[src/rtl/sdu_uart_pkg.sv]
// Shared types and timing helpers for the SDU oversampling UART receiver.
package sdu_uart_pkg;

    typedef enum logic [2:0] {
        StIdle,
        StStart,
        StData,
        StStop,
        StWaitIdle
    } rx_state_e;

    localparam int unsigned OsrDefault = 16;

    // Three samples straddle the bit centre: OSR/2-2, OSR/2-1, OSR/2 (idx 0..2).
    function automatic int unsigned sample_point(input int unsigned osr, input int unsigned idx);
        return osr / 2 - 2 + idx;
    endfunction

endpackage

[src/rtl/sdu_uart_rx_if.sv]
// Received-byte stream from the UART receiver to its consumer (valid/ready).
interface sdu_uart_rx_if #(
    parameter int unsigned DATA_BITS = 8
);
    logic [DATA_BITS-1:0] dout;
    logic                 dout_valid;
    logic                 dout_ready;

    modport master (
        output dout,
        output dout_valid,
        input  dout_ready
    );

    modport slave (
        input  dout,
        input  dout_valid,
        output dout_ready
    );
endinterface

[src/rtl/sdu_sync_fifo.sv]
// Small first-word-fall-through FIFO; head entry is visible on dout with no read latency.
module sdu_sync_fifo #(
    parameter int unsigned WIDTH = 8,
    parameter int unsigned DEPTH = 4
) (
    input  logic                     clk,
    input  logic                     rst,
    input  logic                     push,
    input  logic [WIDTH-1:0]         din,
    output logic                     full,
    input  logic                     pop,
    output logic [WIDTH-1:0]         dout,
    output logic                     empty,
    output logic [$clog2(DEPTH):0]   cnt
);

    localparam int unsigned AW = (DEPTH > 1) ? $clog2(DEPTH) : 1;
    localparam int unsigned CW = $clog2(DEPTH) + 1;

    logic [WIDTH-1:0] mem_q [DEPTH];
    logic [AW-1:0]    wr_ptr_q;
    logic [AW-1:0]    rd_ptr_q;
    logic [CW-1:0]    cnt_q;
    logic             do_push;
    logic             do_pop;

    assign full  = (cnt_q == CW'(DEPTH));
    assign empty = (cnt_q == '0);
    assign cnt   = cnt_q;
    assign dout  = mem_q[rd_ptr_q];

    // A pop frees the slot in the same cycle, so a full FIFO still accepts push & pop.
    assign do_pop  = pop & ~empty;
    assign do_push = push & (~full | do_pop);

    always_ff @(posedge clk) begin
        if (rst) begin
            wr_ptr_q <= '0;
            rd_ptr_q <= '0;
            cnt_q    <= '0;
        end else begin
            if (do_push) begin
                wr_ptr_q <= wr_ptr_q + 1'b1;
            end
            if (do_pop) begin
                rd_ptr_q <= rd_ptr_q + 1'b1;
            end
            case ({do_push, do_pop})
                2'b10:   cnt_q <= cnt_q + 1'b1;
                2'b01:   cnt_q <= cnt_q - 1'b1;
                default: cnt_q <= cnt_q;
            endcase
        end
    end

    always_ff @(posedge clk) begin
        if (do_push) begin
            mem_q[wr_ptr_q] <= din;
        end
    end

endmodule

[src/rtl/sdu_uart_rx.sv]
// Oversampling 8N1 UART receiver: synchroniser, 2-of-3 bit voting, framing FSM and
// a receive FIFO presenting a valid/ready byte stream to the SDU command parser.
module sdu_uart_rx
    import sdu_uart_pkg::*;
#(
    parameter int unsigned OSR        = OsrDefault,
    parameter int unsigned DATA_BITS  = 8,
    parameter int unsigned FIFO_DEPTH = 4
) (
    input  logic                          clk,
    input  logic                          rst,
    input  logic                          rxd,
    sdu_uart_rx_if.master                 rx_out,
    output logic                          frame_err,
    output logic                          overrun,
    input  logic                          ovr_clr,
    output logic                          busy,
    output logic [$clog2(FIFO_DEPTH):0]   fifo_cnt
);

    localparam int unsigned CntW = $clog2(OSR);
    localparam int unsigned IdxW = (DATA_BITS > 1) ? $clog2(DATA_BITS) : 1;

    localparam logic [CntW-1:0] CntSampleA = CntW'(sample_point(OSR, 0));
    localparam logic [CntW-1:0] CntSampleB = CntW'(sample_point(OSR, 1));
    localparam logic [CntW-1:0] CntResolve = CntW'(sample_point(OSR, 2));
    localparam logic [CntW-1:0] CntLast    = CntW'(OSR - 1);
    localparam logic [IdxW-1:0] IdxLast    = IdxW'(DATA_BITS - 1);

    logic                 rx_meta_q;
    logic                 rxs_q;
    logic                 rxs_prev_q;

    rx_state_e            state_q;
    logic [CntW-1:0]      cnt_q;
    logic [IdxW-1:0]      idx_q;
    logic [DATA_BITS-1:0] shreg_q;
    logic                 samp_a_q;
    logic                 samp_b_q;

    logic                 fall;
    logic                 at_resolve;
    logic                 at_last;
    logic                 maj;
    logic                 push;
    logic                 pop;
    logic                 fifo_full;
    logic                 fifo_empty;

    // Idle-high line: synchroniser and edge history reset to 1 so reset is not a falling edge.
    always_ff @(posedge clk) begin
        if (rst) begin
            rx_meta_q  <= 1'b1;
            rxs_q      <= 1'b1;
            rxs_prev_q <= 1'b1;
        end else begin
            rx_meta_q  <= rxd;
            rxs_q      <= rx_meta_q;
            rxs_prev_q <= rxs_q;
        end
    end

    always_comb begin
        fall       = rxs_prev_q & ~rxs_q;
        at_resolve = (cnt_q == CntResolve);
        at_last    = (cnt_q == CntLast);
        maj        = (samp_a_q & samp_b_q) | (samp_a_q & rxs_q) | (samp_b_q & rxs_q);
        push       = (state_q == StStop) && at_resolve && maj;
    end

    assign busy              = (state_q != StIdle);
    assign rx_out.dout_valid = ~fifo_empty;
    assign pop               = ~fifo_empty & rx_out.dout_ready;

    always_ff @(posedge clk) begin
        if (rst) begin
            state_q   <= StIdle;
            cnt_q     <= '0;
            idx_q     <= '0;
            shreg_q   <= '0;
            samp_a_q  <= 1'b1;
            samp_b_q  <= 1'b1;
            frame_err <= 1'b0;
        end else begin
            frame_err <= 1'b0;
            if (cnt_q == CntSampleA) begin
                samp_a_q <= rxs_q;
            end
            if (cnt_q == CntSampleB) begin
                samp_b_q <= rxs_q;
            end

            case (state_q)
                StIdle: begin
                    cnt_q <= '0;
                    if (fall) begin
                        state_q <= StStart;
                    end
                end
                StStart: begin
                    if (at_resolve && maj) begin
                        state_q <= StIdle;
                        cnt_q   <= '0;
                    end else if (at_last) begin
                        state_q <= StData;
                        cnt_q   <= '0;
                        idx_q   <= '0;
                    end else begin
                        cnt_q <= cnt_q + 1'b1;
                    end
                end
                StData: begin
                    if (at_resolve) begin
                        shreg_q <= {maj, shreg_q[DATA_BITS-1:1]};
                    end
                    if (at_last) begin
                        cnt_q <= '0;
                        if (idx_q == IdxLast) begin
                            state_q <= StStop;
                        end else begin
                            idx_q <= idx_q + 1'b1;
                        end
                    end else begin
                        cnt_q <= cnt_q + 1'b1;
                    end
                end
                StStop: begin
                    cnt_q <= cnt_q + 1'b1;
                    if (at_resolve) begin
                        cnt_q <= '0;
                        if (maj) begin
                            // A short stop bit can put the next start edge in this very cycle.
                            state_q <= fall ? StStart : StIdle;
                        end else begin
                            frame_err <= 1'b1;
                            state_q   <= StWaitIdle;
                        end
                    end
                end
                StWaitIdle: begin
                    cnt_q <= '0;
                    if (rxs_q) begin
                        state_q <= StIdle;
                    end
                end
                default: begin
                    state_q <= StIdle;
                    cnt_q   <= '0;
                end
            endcase
        end
    end

    // Set wins over clear; framing-error frames never push, so they never set overrun.
    always_ff @(posedge clk) begin
        if (rst) begin
            overrun <= 1'b0;
        end else if (push && fifo_full && !pop) begin
            overrun <= 1'b1;
        end else if (ovr_clr) begin
            overrun <= 1'b0;
        end
    end

    sdu_sync_fifo #(
        .WIDTH (DATA_BITS),
        .DEPTH (FIFO_DEPTH)
    ) u_fifo (
        .clk   (clk),
        .rst   (rst),
        .push  (push),
        .din   (shreg_q),
        .full  (fifo_full),
        .pop   (pop),
        .dout  (rx_out.dout),
        .empty (fifo_empty),
        .cnt   (fifo_cnt)
    );

endmodule

[src/flat_wrapper.sv]
// flat-port wrapper written by rule: the top's interface ports become plain ports
module sdu_uart_rx_flat import sdu_uart_pkg::*;
#(
    parameter int unsigned OSR        = OsrDefault,
    parameter int unsigned DATA_BITS  = 8,
    parameter int unsigned FIFO_DEPTH = 4
)
  (clk, rst, rxd, frame_err, overrun, ovr_clr, busy, fifo_cnt, rx_out_dout, rx_out_dout_valid, rx_out_dout_ready);
  sdu_uart_rx_if #(.DATA_BITS(DATA_BITS)) rx_out_i ();
  input  logic clk;
  input  logic rst;
  input  logic rxd;
  output logic frame_err;
  output logic overrun;
  input  logic ovr_clr;
  output logic busy;
  output logic [$clog2(FIFO_DEPTH):0] fifo_cnt;
  output wire logic [$bits(rx_out_i.dout)-1:0] rx_out_dout;
  output wire logic [$bits(rx_out_i.dout_valid)-1:0] rx_out_dout_valid;
  input wire logic [$bits(rx_out_i.dout_ready)-1:0] rx_out_dout_ready;
  assign rx_out_dout = rx_out_i.dout;
  assign rx_out_dout_valid = rx_out_i.dout_valid;
  assign rx_out_i.dout_ready = rx_out_dout_ready;
  sdu_uart_rx #(.OSR(OSR), .DATA_BITS(DATA_BITS), .FIFO_DEPTH(FIFO_DEPTH)) u_core (.clk(clk), .rst(rst), .rxd(rxd), .rx_out(rx_out_i), .frame_err(frame_err), .overrun(overrun), .ovr_clr(ovr_clr), .busy(busy), .fifo_cnt(fifo_cnt));
endmodule
[config.mk]
export PLATFORM = sky130hd
export DESIGN_NAME = sdu_uart_rx_flat
export DESIGN_NICKNAME = d
export VERILOG_FILES = /design/src/rtl/sdu_uart_pkg.sv /design/src/rtl/sdu_uart_rx_if.sv /design/src/rtl/sdu_sync_fifo.sv /design/src/rtl/sdu_uart_rx.sv /design/src/flat_wrapper.sv
export SDC_FILE = /design/constraint.sdc
export NUM_CORES = 1
export LEC_CHECK = 0
export BUFFER_PORTS_ARGS = -buffer_cell sky130_fd_sc_hd__buf_2
export CAP_MARGIN = 10
export CORE_UTILIZATION = 45
export DETAILED_ROUTE_END_ITERATION = 7
export SYNTH_ARGS = -nofsm -noshare
export SYNTH_HDL_FRONTEND = slang
export SYNTH_SLANG_ARGS = --single-unit
[constraint.sdc]
create_clock -name clk -period 2.6 [get_ports clk]
set_clock_uncertainty 0.1 [all_clocks]
set_input_delay 0 -clock clk [delete_from_list [all_inputs] [get_ports clk]]
set_output_delay 0 -clock clk [all_outputs]
set_load 0.02 [all_outputs]
==> impl_metrics.csv <==
group,metric,value,unit
status,status,"completed",
synthesis,yosys_warnings,0,
clock_tree,clk_latency,0.33,ns
worst_setup_path,critPathLaunchType,"register",
finish,drive_gt1_share,23.3,%
placed_design,pre_cts_slack,0.223,ns
synthesis,async_flop_share,0,%
detailed_routing,drt_iter0_markers,73,
global_route,grt_usage,16.7,%
synthesis,synth_edf_count,32,
floorplan,io_pins,20,
detailed_routing,vias_per_cell,5.13,
floorplan,initial_core_util,47.2,%
synthesis,synth_nets,244,
finish,antenna_cells,0,
clock_tree,cts_max_path_buffers,2,
synthesis,ys_seq_area_share,58.1,%
detailed_routing,antenna_left,0,
synthesis,synthFlopType,"dfxtp_1",
timing,slew_headroom,58.2,%
clock_tree,htreeDepth,3,
timing,max_freq,416,MHz
power_and_ir_drop,peakVddDrop,0.326,mV
floorplan,die_x,81.3,um
finish,syn2layout_area_growth,12.5,%
placed_design,gp_congestion,0.784,
global_route,grt_pass1_wl,8110,um
detailed_routing,drc,0,
clock_tree,cts_tree,"yes",
detailed_routing,first_pass_iters,4,
synthesis,synthCells,229,
power_and_ir_drop,power_density,722,mW/mm^2
timing,period_share,92.4,%
clock_tree,cts_num_sinks,66,
synthesis,synth_cell_types,51,
detailed_routing,drt-wirelength-per-cell,14.0,um
finish,fin_nets,268,
global_route,grt_pass1_vias,1710,
floorplan,rows,28,
worst_setup_path,crit_type,"register to register",
timing,post-route-min-period,2.40,ns
synthesis,ys_ff_latch,66,
floorplan,die_area,0.00660,sq mm
timing,tightest_slew,0.627,ns
clock_tree,cts-root-buf,"clkbuf_8",
detailed_routing,num_vias,1708,
worst_setup_path,cp-end-kind,"register",
timing,setup_viol,0,
hold_path,min_path_type,"input port to register",
timing,tns,0,ns
clock_tree,clkSlewWorstSetupHoldPaths,0.07,ns
floorplan,die_h,81.3,um
worst_setup_path,critPathArrivalTime,2.52,ns
detailed_routing,totalWireLength,4680,um
global_route,antenna_found_initial,0,
power_and_ir_drop,leakage,1.15,nW
timing,drv_slew,0,
synthesis,syn_area,0.00283,sq mm
timing,setup_slack,0.198,ns
flow_run,cap_violations,0,
placed_design,portBuffers,19,
global_route,overflow,0,
worst_setup_path,critPathRequiredTime,2.72,ns
global_route,grt_max_degree,37,
floorplan,core_area,0.00599,sq mm
synthesis,avgSynthCellArea,12.3,sq um
timing,rsz0062_at_grt,"false",
timing,finalHoldViolCount,0,
clock_tree,ctsResizeCount,0,
clock_tree,cts_buffers,9,
placed_design,dp_hpwl,3080,um
worst_setup_path,cp_max_fo,7,
critical path: stages (launching register included):
cell and delay, ns:
dfxtp_1 0.37, inv_1 0.08, ha_1 0.21, and3b_1 0.26, nand3_1 0.18, nand2_1 0.09, fa_1 0.35, inv_1 0.08
a311oi_1 0.05, a31oi_1 0.18, mux2_1 0.34
cells in the final DEF (no fill, tap or decap), drive strengths merged, types with 3 or more instances in the layout:
cell / netlist / layout
mux4: 8 / 8
nor2b: 3 / 3
dfxtp: 34 / 34
a21boi: 3 / 3
nor2: 19 / 19
a21oi: 12 / 12
clkbuf: 8 / 11
clkinv: 0 / 4
or2: 4 / 4
nor3: 5 / 5
edfxtp: 32 / 32
ha: 9 / 9
mux2i: 7 / 7
buf: 3 / 22
mux2: 4 / 4
and2: 6 / 6
inv: 9 / 9
nand2: 21 / 21
nand2b: 3 / 3
xnor2: 3 / 3
per-layer routing:
layer / wire (um) / GRT usage, % / up-vias
li1: - / - / 870
met1: 2320 / 21.0 / 810
met2: 2160 / 25.5 / 21
met3: 114 / 4.49 / 7
met4: 81 / 10.4 / 0
met5: 0 / 0 / -
timing repair:
action | CTS | global route
hold endpoints to repair | 2 | 0
setup buffers | 0 | 0
hold buffers | 2 | 0
path summary, 6_finish.rpt:
kind,from,end,slack [ns],cells after the start
min reg2reg,u_core.rx_meta_q,u_core.rxs_q,0.32,1
max reg2reg,u_core.cnt_q[0],u_core.u_fifo.cnt[2],0.20,10
max,u_core.cnt_q[0],u_core.u_fifo.cnt[2],0.20,10
min,rx_out_dout_ready,u_core.overrun,0.02,4
metrics by stage:
step	area [sq um]	power [mW]	instances	util, %	hold WS (ns)
after floorplan	2830	1.48	229	-	0.00381
after global placement	2990	1.57	315	49.9	0.0911
after detailed placement	2990	1.57	315	49.9	0.0873
after CTS	3180	2.32	333	53.1	0.00927
after global routing	3180	2.41	333	53.1	0.0303
final	3180	2.30	333	53.1	0.0216
synthesized netlist by cell type (2+ instances only):
library cell | n | area [sq um]
or2_2 | 4 | 25.0
nand2b_1 | 3 | 18.8
inv_1 | 9 | 33.8
edfxtp_1 | 32 | 961
nand2_1 | 21 | 78.8
a21boi_0 | 2 | 15.0
a21oi_1 | 12 | 60.1
o21ai_0 | 2 | 10.0
xnor2_1 | 3 | 26.3
a311o_1 | 2 | 20.0
nor2b_1 | 3 | 18.8
nor3b_1 | 2 | 15.0
clkbuf_1 | 8 | 30.0
and2_2 | 4 | 30.0
mux2i_1 | 6 | 60.1
nor2_1 | 19 | 71.3
mux4_2 | 8 | 180
and2_1 | 2 | 12.5
nor3_1 | 5 | 25.0
mux2_1 | 4 | 45.0
ha_1 | 9 | 113
nand3b_1 | 2 | 15.0
dfxtp_1 | 34 | 681
and3b_1 | 2 | 17.5
xor2_1 | 2 | 17.5
a211oi_1 | 2 | 15.0
nand3_1 | 2 | 10.0
o22ai_1 | 2 | 12.5
report_power, final:
part | internal [mW] | leakage [nW] | switching [mW]
Combinational | 0.188 | 0.486 | 0.179
Sequential | 1.11 | 0.571 | 0.0659
Clock | 0.369 | 0.0891 | 0.382
Total | 1.67 | 1.15 | 0.627
state kept, by name, indices dropped and copies added, names as in the netlist, named ones only:
signal / count
u_core.rx_meta_q: 1
u_core.state_q: 3
u_core.u_fifo.mem_q: 32
u_core.u_fifo.wr_ptr_q: 2
u_core.overrun: 1
u_core.cnt_q: 4
u_core.samp_b_q: 1
u_core.rxs_q: 1
u_core.rxs_prev_q: 1
u_core.frame_err: 1
u_core.samp_a_q: 1
u_core.shreg_q: 8
u_core.idx_q: 3
u_core.u_fifo.rd_ptr_q: 2
u_core.u_fifo.cnt: 3
area by class of cell:
cell class / count / area, sq um
clock buffer: 11 / 141
clock inverter: 5 / 31.3
fill: 519 / 2810
inverter: 9 / 33.8
multi-input combinational: 143 / 1100
sequential: 66 / 1640
tap: 75 / 93.8
timing repair buffer: 24 / 138
cells by family (layout without fill, tap and decap cells):
kind of cell,after synthesis,after routing,share of synthesized area [%]
buffers and inverters,20,49,2.96
adders and majority gates,11,11,5.04
muxes,19,19,10.6
AOI/OAI and AO/OA,29,29,6.86
DFF,66,66,58.1
and+or+nand+nor,79,79,15.0
xor gates and xnor gates,5,5,1.55
No activity file was read; power rests on OpenSTA's default activity.
